### config.mk
export PLATFORM = sky130hd
export DESIGN_NAME = tri_link_rx
export DESIGN_NICKNAME = d
export VERILOG_FILES = /design/src/rtl/tri_link_pkg.sv /design/src/rtl/tri_sync.sv /design/src/rtl/tri_link_rx.sv
export SDC_FILE = /design/constraint.sdc
export NUM_CORES = 1
export LEC_CHECK = 0
export CAP_MARGIN = 5
export CORE_MARGIN = 10
export CORE_UTILIZATION = 35
export CTS_BUF_LIST = sky130_fd_sc_hd__clkbuf_4 sky130_fd_sc_hd__clkbuf_8
export DETAILED_ROUTE_END_ITERATION = 10
export GPL_ROUTABILITY_DRIVEN = 0
export GPL_TIMING_DRIVEN = 0
export MAX_ROUTING_LAYER = met4
export SLEW_MARGIN = 0
export SYNTH_ARGS = -nofsm -noshare
export SYNTH_HDL_FRONTEND = slang
export SYNTH_SLANG_ARGS = --single-unit
### constraint.sdc
create_clock -name clk -period 3.3 [get_ports clk]
set_clock_uncertainty 0.2 [all_clocks]
set_input_delay 0.66 -clock clk [delete_from_list [all_inputs] [get_ports clk]]
set_output_delay 0.66 -clock clk [all_outputs]
set_load 0.02 [all_outputs]
### src/rtl/tri_link_pkg.sv
// Shared types and constants for the tristate link receiver.
package tri_link_pkg;

    typedef enum logic [2:0] {
        ST_IDLE   = 3'd0,
        ST_START  = 3'd1,
        ST_DATA   = 3'd2,
        ST_STOP   = 3'd3,
        ST_GAP    = 3'd4,
        ST_ACK    = 3'd5,
        ST_WAITHI = 3'd6
    } state_t;

    localparam int unsigned CLKS_PER_BIT_DEF = 16;
    localparam int unsigned FRAME_W          = 8;
    localparam logic        ACK_LEVEL        = 1'b0;

endpackage

### src/rtl/tri_sync.sv
// Two-flop pad synchronizer; resets to the idle (high) line level.
module tri_sync (
    input  logic clk,
    input  logic resetn,
    input  logic i_d,
    output logic o_q
);

    logic [1:0] r_sync;

    // Shift the raw pad value through two flops
    always_ff @(posedge clk or negedge resetn) begin
        if (!resetn) begin
            r_sync <= 2'b11;
        end else begin
            r_sync <= {r_sync[0], i_d};
        end
    end

    assign o_q = r_sync[1];

endmodule

### src/rtl/tri_link_rx.sv
// Receive side of the single-wire tristate link: deserializes one frame,
// checks the stop bit, then turns the line around for a one-bit-time ACK.
module tri_link_rx
    import tri_link_pkg::*;
#(
    parameter int unsigned CLKS_PER_BIT = CLKS_PER_BIT_DEF
) (
    input  logic               clk,
    input  logic               resetn,
    input  logic               pad_in,
    output logic               pad_out,
    output logic               pad_oe,
    output logic [FRAME_W-1:0] rx_data,
    output logic               rx_valid,
    input  logic               rx_ready,
    output logic               frame_err,
    output logic               overrun
);

    localparam int unsigned CNT_W = $clog2(CLKS_PER_BIT);
    localparam int unsigned IDX_W = $clog2(FRAME_W);

    localparam logic [CNT_W-1:0] CNT_BIT  = CNT_W'(CLKS_PER_BIT - 1);
    localparam logic [CNT_W-1:0] CNT_HALF = CNT_W'(CLKS_PER_BIT / 2 - 1);
    localparam logic [IDX_W-1:0] IDX_LAST = IDX_W'(FRAME_W - 1);

    logic               w_s_in;
    logic               r_s_prev;
    state_t             r_state;
    state_t             w_state_nxt;
    logic [CNT_W-1:0]   r_cnt;
    logic [CNT_W-1:0]   w_cnt_nxt;
    logic [IDX_W-1:0]   r_idx;
    logic [IDX_W-1:0]   w_idx_nxt;
    logic [FRAME_W-1:0] r_shift;
    logic [FRAME_W-1:0] w_shift_nxt;
    logic               w_cnt_zero;
    logic               w_load;
    logic               w_ovr;
    logic               w_ferr;

    logic [FRAME_W-1:0] r_rx_data;
    logic               r_rx_valid;
    logic               r_frame_err;
    logic               r_overrun;
    logic               r_pad_oe;
    logic               r_pad_out;

    tri_sync u_sync (
        .clk    (clk),
        .resetn (resetn),
        .i_d    (pad_in),
        .o_q    (w_s_in)
    );

    assign w_cnt_zero = (r_cnt == '0);

    // FSM state, bit timer, bit index, shift register and edge-detect history
    always_ff @(posedge clk or negedge resetn) begin
        if (!resetn) begin
            r_state  <= ST_IDLE;
            r_cnt    <= '0;
            r_idx    <= '0;
            r_shift  <= '0;
            r_s_prev <= 1'b1;
        end else begin
            r_state  <= w_state_nxt;
            r_cnt    <= w_cnt_nxt;
            r_idx    <= w_idx_nxt;
            r_shift  <= w_shift_nxt;
            r_s_prev <= w_s_in;
        end
    end

    // Next-state, timer reloads and one-shot frame decisions
    always_comb begin
        w_state_nxt = r_state;
        w_cnt_nxt   = r_cnt;
        w_idx_nxt   = r_idx;
        w_shift_nxt = r_shift;
        w_load      = 1'b0;
        w_ovr       = 1'b0;
        w_ferr      = 1'b0;

        case (r_state)
            ST_IDLE: begin
                if (!w_s_in && r_s_prev) begin
                    w_state_nxt = ST_START;
                    w_cnt_nxt   = CNT_HALF;
                end
            end
            ST_START: begin
                if (w_cnt_zero) begin
                    if (!w_s_in) begin
                        w_state_nxt = ST_DATA;
                        w_cnt_nxt   = CNT_BIT;
                        w_idx_nxt   = '0;
                    end else begin
                        w_state_nxt = ST_IDLE;
                    end
                end else begin
                    w_cnt_nxt = r_cnt - CNT_W'(1);
                end
            end
            ST_DATA: begin
                if (w_cnt_zero) begin
                    w_shift_nxt = {w_s_in, r_shift[FRAME_W-1:1]};
                    w_cnt_nxt   = CNT_BIT;
                    if (r_idx == IDX_LAST) begin
                        w_state_nxt = ST_STOP;
                    end else begin
                        w_idx_nxt = r_idx + IDX_W'(1);
                    end
                end else begin
                    w_cnt_nxt = r_cnt - CNT_W'(1);
                end
            end
            ST_STOP: begin
                if (w_cnt_zero) begin
                    if (!w_s_in) begin
                        w_ferr      = 1'b1;
                        w_state_nxt = ST_WAITHI;
                    end else if (!r_rx_valid || rx_ready) begin
                        w_load      = 1'b1;
                        w_state_nxt = ST_GAP;
                        w_cnt_nxt   = CNT_BIT;
                    end else begin
                        w_ovr       = 1'b1;
                        w_state_nxt = ST_WAITHI;
                    end
                end else begin
                    w_cnt_nxt = r_cnt - CNT_W'(1);
                end
            end
            ST_GAP: begin
                if (w_cnt_zero) begin
                    w_state_nxt = ST_ACK;
                    w_cnt_nxt   = CNT_BIT;
                end else begin
                    w_cnt_nxt = r_cnt - CNT_W'(1);
                end
            end
            ST_ACK: begin
                if (w_cnt_zero) begin
                    w_state_nxt = ST_WAITHI;
                end else begin
                    w_cnt_nxt = r_cnt - CNT_W'(1);
                end
            end
            ST_WAITHI: begin
                // Our own ACK echoes back through the synchronizer; wait it out
                if (w_s_in) begin
                    w_state_nxt = ST_IDLE;
                end
            end
            default: begin
                w_state_nxt = ST_IDLE;
            end
        endcase
    end

    // Registered outputs: holding register, status pulses and pad controls
    always_ff @(posedge clk or negedge resetn) begin
        if (!resetn) begin
            r_rx_data   <= '0;
            r_rx_valid  <= 1'b0;
            r_frame_err <= 1'b0;
            r_overrun   <= 1'b0;
            r_pad_oe    <= 1'b0;
            r_pad_out   <= 1'b0;
        end else begin
            r_frame_err <= w_ferr;
            r_overrun   <= w_ovr;
            r_pad_oe    <= (w_state_nxt == ST_ACK);
            r_pad_out   <= ACK_LEVEL;
            if (w_load) begin
                r_rx_data  <= r_shift;
                r_rx_valid <= 1'b1;
            end else if (r_rx_valid && rx_ready) begin
                r_rx_valid <= 1'b0;
            end
        end
    end

    assign rx_data   = r_rx_data;
    assign rx_valid  = r_rx_valid;
    assign frame_err = r_frame_err;
    assign overrun   = r_overrun;
    assign pad_oe    = r_pad_oe;
    assign pad_out   = r_pad_out;

endmodule

======== Word-level counts from Yosys, hierarchy flattened ========
Index checks and enable logic that the tools add are counted.
cells by class
  $add $sub $neg .......................... 2
  equality and inequality tests ........... 17
  reductions and logical operators ........ 14
  muxes and demuxes ....................... 39
operators with widths
  kind                                                 count
  2-to-1 mux 3 bit                                     12
  2-to-1 mux 4 bit                                     8
  case mux 3 bit (7 select lines)                      1
  case mux 4 bit (5 select lines)                      1
  equality test 3 bit, second input constant           5
  2-to-1 mux 1 bit                                     13
  != test 2 bit, second input constant                 6
  equality test 3 x 2 -> 1 bit, second input constant  2
  2-to-1 mux 2 bit                                     3
  != test 3 bit, second input constant                 2
  case mux 3 bit (2 select lines)                      1
  AND reduction 6 bit                                  1
  AND reduction 5 bit                                  1
  nonzero test 5 bit                                   1
  logical NOT 4 bit                                    1
  nonzero test 2 bit                                   2
  subtractor 4 x 1 -> 4 bit, second input constant     1
  adder 3 x 1 -> 3 bit, second input constant          1
  equality test 3 x 1 -> 1 bit, second input constant  1
  logical NOT 3 bit                                    1
  != test 3 x 2 -> 1 bit, second input constant        1
  logical AND 1 bit                                    2
  logical NOT 1 bit                                    2
  AND reduction 2 bit                                  1
  other kinds (2)                                      2
word-level totals
  register bits ........................... 33
  input port bits ......................... 4
  word-level logic and storage cells ...... 83
  output and inout port bits .............. 13

======== Depth between registers and ports, before layout ========
  depth after elaboration ................. 7
  depth in mapped cells ................... 6
  gate-level depth less buffers ........... 6

======== Hierarchy ========
From an unflattened synthesis, not the netlist that was laid out.
second synthesis, totals
  cells, all modules ...................... 125
  area, all modules ....................... 1551.5 um2
by module, submodules not included
  module       seq. area each (um2)  area each (um2)  cells an instance  instances
  tri_link_rx  777.0                 1498.9           123                1
  tri_sync     52.6                  52.6             2                  1

======== Worst setup path before layout ========
OpenSTA, ideal clock, no wires.
  path type ............................... input-to-reg
  start ................................... input port rx_ready
  end ..................................... register r_cnt[0]
  slack ................................... 1409 ps
  cell stages on the path ................. 4
  library setup time ...................... 125 ps
  buffers on the path ..................... 0
  required time ........................... 2975 ps
  arrival time ............................ 1566 ps
  cells stage by stage .................... nand2b_1 > a211oi_4 > nor3_2 > mux2_2
on the way
  cells in the longest elaborated chain, start to end .. 3
RTL lines
  element                        line                text
  start: declaration             tri_link_rx.sv:15   input logic rx_ready,
  logical OR 1 bit               tri_link_rx.sv:123  end else if (!r_rx_valid || rx_ready) begin
  != test 3 bit (no line)        n/a
  AND reduction 6 bit (no line)  n/a
  end signal: assignment         tri_link_rx.sv:68   r_cnt <= w_cnt_nxt;
  end: declaration               tri_link_rx.sv:31   logic [CNT_W-1:0] r_cnt;
Every way passes these cells.
A chain may end at the register's enable or synchronous reset.

======== Final worst setup path ========
  start ................................... input port rx_ready
  end ..................................... register r_cnt[1]
The elaborated chain is that of the path after synthesis.

==> flow_summary.json <==
{
  "cts_tree": "built",
  "die_area_sq_um": 7530,
  "setup_viol": 0,
  "cp_max_fo": 5,
  "synth_seq_cells": 33,
  "syn_avg_cell_area_sq_um": 12.5,
  "ioPinCount": 17,
  "viasPerCell": 5.24,
  "initial_core_util_pct": 36.1,
  "cp_slowest_cell": "clkdlybuf4s50_1",
  "tns_ps": 0,
  "final_common_cell": "dfrtp_1",
  "firstDrtPassIters": 4,
  "drc": 0,
  "gr-usage-all-layers_pct": 9.23,
  "finalHoldViolCount": 0,
  "clkLatencyLatePin_ps": 280,
  "cts.sinks": 33,
  "max_stage_delay_ps": 460,
  "final_cell_mix": "30 x dfrtp_1, 19 x mux2_2, 14 x clkdlybuf4s50_1",
  "nets": 154,
  "finalMaxSlewViolations": 0,
  "crit_type": "in2reg",
  "io_buffers": 15,
  "required_ps": 3270,
  "hold_class": "reg2reg",
  "grt_pass1_vias": 1157,
  "synth_fp_nets": 132,
  "max_freq_mhz": 446,
  "syn_inst": 125,
  "antenna_left": 0,
  "dpl.hpwl_um": 2200,
  "syn_area_sq_um": 1560,
  "dieHeight_um": 86.8,
  "nFillCells": 417,
  "wl_per_cell_um": 15.3,
  "clockPowerShare_pct": 47.8,
  "cts_resized": 0,
  "synth.distinct_cells": 41,
  "r2r_start": "r_cnt[0]",
  "p_int_mw": 0.670,
  "async_flop_share_pct": 100,
  "antenna-diode-count": 0,
  "rows": 24,
  "h-tree-depth": 2,
  "pre_cts_ws_ps": 767,
  "core-area_sq_um": 4320,
  "maxCapViolCount": 0,
  "fin_ws_ps": 1060,
  "endpoint_kind": "register",
  "maxSlewHeadroom_pct": 52.1,
  "worst_slew_pin_slew_ps": 718,
  "critPathLaunchType": "primary input",
  "drive_gt1_share_pct": 31.8,
  "syn_to_final_growth_pct": 21.2,
  "finalWirelength_um": 3060,
  "cts.path.max_buffers": 2,
  "pwr-share-seq_pct": 49.9,
  "hold_depth": 0,
  "synth-edff-count": 0,
  "post-route-period-util_pct": 67.9,
  "comb_power_share_pct": 2.3,
  "outcome": "finished clean",
  "yosysWarnings": 0,
  "post_cts_buffers": 0,
  "chipWidth_um": 86.8,
  "ys_seq_area_share_pct": 53.1,
  "cts.clk_slew.worst_paths_ps": 70,
  "grt_pass1_wl_um": 5370,
  "worstPathArrival_ps": 2210,
  "startpoint": "rx_ready",
  "peakVddDrop_mv": 0.289,
  "crit_chain": "clkdlybuf4s50_1 -> nand2b_1 -> a211oi_4 -> nor3_2 -> mux2_2",
  "ys.flop_type": "dfrtp_1",
  "clock-root-buffer": "clkbuf_8",
  "dr_total_vias": 1047,
  "p_sw_share_pct": 18.8,
  "reg2regPathDepth": 6,
  "grt-ovfl-total": 0,
  "cts_buffers": 5,
  "grt_max_degree": 34,
  "min-delay-start": "u_sync.r_sync[0]",
  "holdWs_ps": 159,
  "switching_power_mw": 0.156,
  "antenna_found_initial": 0,
  "p_leak_nw": 0.916,
  "drt-initial-drc-count": 110,
  "rsz0062_at_grt": "false",
  "p_per_area_nw_per_um2": 437,
  "final.min_clock_period_ps": 2240,
  "cts.hold.buffers_added": 0
}
==> area by class of cell <==
class                      count  area (sq um)  area share (%)
sequential                    33           830            43.8
tap                           52          65.1            3.44
buffer                         5          32.5            1.72
timing repair buffer          15           145            7.67
clock inverter                 1          30.0            1.59
clock buffer                   7          90.1            4.76
inverter                       9          33.8            1.79
multi-input combinational     78           666            35.2
==> sequential cells by signal (all words and copies together), names as in the netlist <==
name / count
frame_err: 1
u_sync.r_sync: 2
r_idx: 3
r_shift: 8
rx_data: 8
pad_oe: 1
overrun: 1
r_s_prev: 1
r_state: 3
r_cnt: 4
rx_valid: 1
==> routing by layer <==
| metal | vias to the layer above | wire length [um] | track usage, % |
|---|---|---|---|
| li1 | 489 | - | - |
| met1 | 510 | 1360 | 10.8 |
| met2 | 39 | 1410 | 13.2 |
| met3 | 9 | 206 | 4.13 |
| met4 | 0 | 85 | 4.42 |
| met5 | - | 0 | - |
==> Yosys cell counts (all sizes together), types with 2 or more instances <==
library cell	count	area share [%]
nor4	2	0.80
and2	2	0.80
inv	9	2.2
ha	3	2.4
a21oi	2	0.64
dfstp	3	5.0
nand3	3	1.3
o22ai	2	0.80
nor2	4	0.96
nand2b	2	0.80
dfrtp	30	48
mux2	19	14
mux2i	2	1.3
buf	5	2.1
o21ai	4	1.3
nor3	8	2.9
nor3b	2	1.7
nand2	5	1.4
==> metrics by stage <==
step / util [%] / instances / power [mW] / instance area [sq um]
2_1_floorplan: - / 125 / 0.426 / 1560
3_3_place_gp: 41.1 / 192 / 0.439 / 1780
3_5_place_dp: 41.0 / 192 / 0.439 / 1770
4_1_cts: 43.8 / 200 / 0.839 / 1890
5_1_grt: 43.8 / 200 / 0.866 / 1890
6_report: 43.8 / 200 / 0.826 / 1890
==> cells by family after synthesis <==
logic type	share of synthesized area [%]
other cells	0.240
fa+ha+maj	2.40
mux	15.0
simple gates	14.2
compound gates	10.8
flops	53.1
buf+inv	4.25
==> power by group through the flow <==
stage          combinational [mW]  sequential, mW  clock (mW)
2_1_floorplan             0.00756           0.419           0
3_3_place_gp               0.0197           0.420           0
3_5_place_dp               0.0196           0.420           0
4_1_cts                    0.0196           0.412       0.407
5_1_grt                    0.0219           0.412       0.431
6_report                   0.0188           0.412       0.395
==> critical path, delay by kind of cell <==
family,cells,cell delay (ps)
and+or+nand+nor,2,580
muxes,1,370
AOI/OAI and AO/OA,1,130
buffers and inverters,1,460
==> path summary, 6_finish.rpt <==
| check | endpoint | slack [ps] |
|---|---|---|
| max | r_cnt[1] | 1060 |
| min | u_sync.r_sync[1] | 160 |
| max reg2reg | rx_data[2] | 1230 |
| min reg2reg | u_sync.r_sync[1] | 160 |
| max in group asynchronous | r_idx[2] | 2200 |
| min in group asynchronous | r_state[1] | 230 |
(Power assumes the default switching activity.)
